$ cat src/rtl/arbiter_n_rr.sv
// Registered N-input valid/ready round-robin arbiter with a 2-entry output skid buffer.
// Define CICERO_ARBITER_OVERRIDE_PRIORITY_EN to give input 0 absolute priority over the rest.
module arbiter_n_rr #(
    parameter int N_IN   = 4,
    parameter int DWIDTH = 9,
    localparam int IDX_W = $clog2(N_IN)
) (
    input  logic                     clk,
    input  logic                     rst,
    input  logic [N_IN-1:0]          in_valid,
    input  logic [N_IN*DWIDTH-1:0]   in_data,
    output logic [N_IN-1:0]          in_ready,
    output logic                     out_valid,
    output logic [DWIDTH-1:0]        out_data,
    output logic [IDX_W-1:0]         out_src,
    input  logic                     out_ready,
    output logic [1:0]               occupancy
);

    localparam logic [IDX_W-1:0] LAST_IDX = IDX_W'(N_IN - 1);
`ifdef CICERO_ARBITER_OVERRIDE_PRIORITY_EN
    localparam logic [IDX_W-1:0] PTR_RST  = IDX_W'(1);
    localparam logic [IDX_W-1:0] PTR_WRAP = IDX_W'(1);
`else
    localparam logic [IDX_W-1:0] PTR_RST  = '0;
    localparam logic [IDX_W-1:0] PTR_WRAP = '0;
`endif

    logic [IDX_W-1:0]  ptr;
    logic [IDX_W-1:0]  win_idx;
    logic [IDX_W-1:0]  cand_idx;
    logic              win_found;
    logic              accept_ok;
    logic              push;
    logic              pop;
    logic [DWIDTH-1:0] win_data;
    int                cand;

    // Entry 0 is always the head; entry 1 is the second-oldest.
    logic [DWIDTH-1:0] buf_data [2];
    logic [IDX_W-1:0]  buf_src  [2];

    // NOTE: every signal written here gets a default first, so no path leaves it unassigned and no latch is inferred.
    always_comb begin
        win_idx   = '0;
        win_found = 1'b0;
        cand      = 0;
        cand_idx  = '0;
        in_ready  = '0;
        win_data  = '0;
        // Decision uses registered occupancy only, so out_ready never reaches in_ready.
        accept_ok = rst && (occupancy != 2'd2);
`ifdef CICERO_ARBITER_OVERRIDE_PRIORITY_EN
        if (in_valid[0]) begin
            win_found = 1'b1;
        end else begin
            for (int k = 0; k < N_IN - 1; k++) begin
                cand     = 1 + ((int'(ptr) - 1 + k) % (N_IN - 1));
                cand_idx = IDX_W'(cand);
                if (!win_found && in_valid[cand_idx]) begin
                    win_found = 1'b1;
                    win_idx   = cand_idx;
                end
            end
        end
`else
        for (int k = 0; k < N_IN; k++) begin
            cand     = (int'(ptr) + k) % N_IN;
            cand_idx = IDX_W'(cand);
            if (!win_found && in_valid[cand_idx]) begin
                win_found = 1'b1;
                win_idx   = cand_idx;
            end
        end
`endif
        if (accept_ok && win_found) begin
            in_ready[win_idx] = 1'b1;
        end
        for (int i = 0; i < N_IN; i++) begin
            if (win_idx == IDX_W'(i)) begin
                win_data = in_data[i*DWIDTH +: DWIDTH];
            end
        end
    end

    assign push      = |in_ready;
    assign out_valid = (occupancy != 2'd0);
    assign pop       = out_valid && out_ready;
    assign out_data  = buf_data[0];
    assign out_src   = buf_src[0];

    // NOTE: state uses non-blocking assignments so every register samples pre-edge values.
    always_ff @(posedge clk) begin
        if (!rst) begin
            ptr         <= PTR_RST;
            occupancy   <= 2'd0;
            // NOTE: the buffer entries are reset because the head drives out_data, which must read zero after reset.
            buf_data[0] <= '0;
            buf_data[1] <= '0;
            buf_src[0]  <= '0;
            buf_src[1]  <= '0;
        end else begin
            if (push) begin
`ifdef CICERO_ARBITER_OVERRIDE_PRIORITY_EN
                if (win_idx != '0) begin
                    ptr <= (win_idx == LAST_IDX) ? PTR_WRAP : win_idx + IDX_W'(1);
                end
`else
                ptr <= (win_idx == LAST_IDX) ? PTR_WRAP : win_idx + IDX_W'(1);
`endif
            end
            case ({push, pop})
                2'b10: begin
                    if (occupancy == 2'd0) begin
                        buf_data[0] <= win_data;
                        buf_src[0]  <= win_idx;
                    end else begin
                        buf_data[1] <= win_data;
                        buf_src[1]  <= win_idx;
                    end
                    occupancy <= occupancy + 2'd1;
                end
                2'b01: begin
                    buf_data[0] <= buf_data[1];
                    buf_src[0]  <= buf_src[1];
                    occupancy   <= occupancy - 2'd1;
                end
                2'b11: begin
                    // Push is only possible below full, so a concurrent pop means occupancy is 1.
                    buf_data[0] <= win_data;
                    buf_src[0]  <= win_idx;
                end
                default: ;
            endcase
        end
    end

endmodule
$ cat config.mk
export PLATFORM = sky130hd
export DESIGN_NAME = arbiter_n_rr
export DESIGN_NICKNAME = d
export VERILOG_FILES = /design/src/rtl/arbiter_n_rr.sv
export SDC_FILE = /design/constraint.sdc
export NUM_CORES = 1
export LEC_CHECK = 0
export ABC_CLOCK_PERIOD_IN_PS = 9900
export CELL_PAD_IN_SITES_DETAIL_PLACEMENT = 0
export CELL_PAD_IN_SITES_GLOBAL_PLACEMENT = 1
export CORE_MARGIN = 5
export CORE_UTILIZATION = 35
export DETAILED_ROUTE_END_ITERATION = 7
export PLACE_DENSITY_LB_ADDON = 0.1
export SYNTH_ARGS = -nofsm -noshare
export SYNTH_HDL_FRONTEND = slang
export SYNTH_SLANG_ARGS = --single-unit
$ cat constraint.sdc
create_clock -name clk -period 9.9 [get_ports clk]
set_input_delay 2.475 -clock clk [delete_from_list [all_inputs] [get_ports clk]]
set_output_delay 2.475 -clock clk [all_outputs]
set_load 0.1 [all_outputs]
==> results.sh <==
export IMPL_powerDensity_mw_per_mm2=318.5
export IMPL_reg2reg_depth=12
export IMPL_hp_start="buf_data[1][7]"
export IMPL_pre_cts_ws_ns=1.796
export IMPL_synth_fp_nets=220
export IMPL_antenna_cells=0
export IMPL_drive_gt1_share_pct=7.111
export IMPL_holdBufCountCts=0
export IMPL_end_kind="output pin"
export IMPL_drt_first_pass_iters=4
export IMPL_grt_max_degree=21
export IMPL_die_h_um=77.75
export IMPL_timing_rr_start="ptr[1]"
export IMPL_die_w_um=77.75
export IMPL_synth_top_area_share_pct=41.12
export IMPL_register_area_um2=740.7
export IMPL_multi_input_area_um2=788.3
export IMPL_portBuffers=60
export IMPL_cap_violations=0
export IMPL_worstSetupPathType="primary input to output pin"
export IMPL_start_kind="primary input"
export IMPL_layout_commonest_cell="clkdlybuf4s50_1"
export IMPL_design_core_area_mm2=0.004414
export IMPL_root_buffer="clkbuf_8"
export IMPL_row_count=24
export IMPL_vias=1350
export IMPL_rsz0062_at_grt="false"
export IMPL_finalPower_uw=727.2
export IMPL_grt_total_usage_pct=13.09
export IMPL_tritoncts="built"
export IMPL_clock_fmax_mhz=123.8
export IMPL_min_path_type="flop to flop"
export IMPL_clkTransAtPathRegs_ns=0.09
export IMPL_critical_path_max_fanout=20
export IMPL_hold_path_endpoint="buf_data[0][7]"
export IMPL_cts_path_max_buffers=2
export IMPL_synthArstFlopShare_pct=0
export IMPL_setup_tns_ns=0
export IMPL_status="complete, no violations"
export IMPL_die_area_mm2=0.006045
export IMPL_synth_edff_count=22
export IMPL_cts_resized=0
export IMPL_synthMuxAreaShare_pct=0
export IMPL_ys_seq_elements=26
export IMPL_synth_xor_area_share_pct=1.090
export IMPL_gp_congestion=0.7453
export IMPL_peakVddDrop_uv=117.8
export IMPL_regToRegEndpoint="buf_data[0][4]"
export IMPL_worst_pin_slew_ns=1.140
export IMPL_r2r_setup_slack_ns=6.21
export IMPL_utilization_pct=51.73
export IMPL_whs_path_depth=2
export IMPL_syn_avg_cell_area_um2=9.450
export IMPL_synth_compound_area_share_pct=17.52
export IMPL_wl_per_cell_um=13.64
export IMPL_mostFrequentLayoutCells="60 x clkdlybuf4s50_1, 34 x nand2_1, 22 x edfxtp_1"
export IMPL_globalRoute_totalOverflow=0
export IMPL_yosys_warnings=0
export IMPL_fin_skew_ns=0.001939
export IMPL_syn_area_mm2=0.001607
export IMPL_grt_pass1_wl_um=6513
export IMPL_synth_area_leaders="edfxtp_1 41%, nand2_1 7.9%, ha_1 5.5%"
export IMPL_drtIter0Drc=77
export IMPL_ios=61
export IMPL_numCtsBuffers=3
export IMPL_htreeDepth=1
export IMPL_synth_cells=170
export IMPL_first_global_vias=1449
export IMPL_final_nets=276
export IMPL_insertion_delay_ns=0.27
export IMPL_antenna_found_initial=0
export IMPL_drtAntennaViolNets=0
export IMPL_p_leak_nw=0.8298
export IMPL_synthAdderAreaFrac_pct=5.452
export IMPL_ys_types=32
export IMPL_drv_slew=0
export IMPL_min_period_over_period_pct=81.56
export IMPL_finalHoldViolations=0
export IMPL_required_ns=7.43
export IMPL_synth_area_leader_cell="edfxtp_1"
export IMPL_finalSetupViolations=0
export IMPL_relSlewSlack_pct=23.18
export IMPL_synth_top_family_by_area="simple AND/OR/NAND/NOR gates"
export IMPL_via_per_inst=4.874
export IMPL_cts_setup_buffers=0
export IMPL_drt_wl_total_um=3779
export IMPL_cp_arrival_ns=5.60
export IMPL_drc=0
export IMPL_post_route_worst_setup_slack_ns=1.825
export IMPL_cts_sinks=26
export IMPL_yosysSeqAreaShare_pct=46.11
export IMPL_place_hpwl_um=3182
export IMPL_fillers=395
export IMPL_initial_core_util_pct=36.39
export IMPL_synthToLayoutAreaGrowth_pct=42.13
export IMPL_min_period_ns=8.075
export IMPL_synth_flop_cell="edfxtp_1"
export IMPL_synth_simple_area_share_pct=25.00
cell type report:
type	instances	share of cell area, %
timing repair buffer	61	26.63
clock buffer	4	2.411
multi-input combinational	127	34.52
sequential	26	32.44
inverter	7	1.151
tap	52	2.849
cell usage after synthesis (all sizes together), types with 3 or more instances:
cell    instances
dfxtp           4
inv             7
edfxtp         22
nand2b         12
a21oi           3
nor2           13
nand2          34
clkbuf          5
and2            6
o21ai          25
ha              7
o221ai          9
buf             5
metrics by stage:
stage	cell area [µm²]	hold WS (ns)	instances
final	2283	0.5337	277
after global routing	2283	0.5677	277
after floorplan	1607	0.4963	170
after detailed placement	2228	0.5139	273
after global placement	2228	0.4901	273
after CTS	2283	0.5352	277
power breakdown:
group	leakage, nW	switching, mW	internal [mW]
registers	0.266	0.0160	0.168
clock network	0.0288	0.0318	0.0355
logic	0.535	0.348	0.128
total	0.830	0.396	0.331
worst max-delay path, cell delays in order:
cell and delay, ns:
clkdlybuf4s50_1 0.54, nand2b_1 0.09, nor2b_1 0.14, o22ai_1 0.37, ha_1 0.63, and2_1 0.22
clkdlybuf4s50_1 1.13
kinds of logic (layout without fill, tap and decap cells):
logic type                 count (synthesis)  after routing
and+or+nand+nor                           76             76
AOI/OAI and AO/OA                         42             42
DFF                                       26             26
buffers and inverters                     17             72
adders and majority gates                  7              7
xor gates and xnor gates                   2              2
routing by layer:
metal / part of all wire [%] / up-vias / track usage [%]
met5: 0 / - / 0
met4: 1.3 / 0 / 5.155
li1: - / 701 / -
met2: 46 / 52 / 21.54
met1: 44 / 592 / 16.39
met3: 7.9 / 5 / 3.241
flip-flops by register name (all words and copies together) (netlist names):
| name | count |
|---|---|
| buf_data | 18 |
| ptr | 2 |
| buf_src | 4 |
| occupancy | 2 |
how the worst max path moves through the flow:
stage	from	end	depth (start not counted)
global placement	in_valid[0]	in_ready[1]	7
finish	in_valid[0]	in_ready[1]	7
global route	in_valid[0]	in_ready[1]	7
detailed placement	in_valid[0]	in_ready[1]	7
floorplan	in_valid[0]	in_ready[3]	7
CTS	in_valid[0]	in_ready[1]	7
Power figures use the tool's default switching activity.
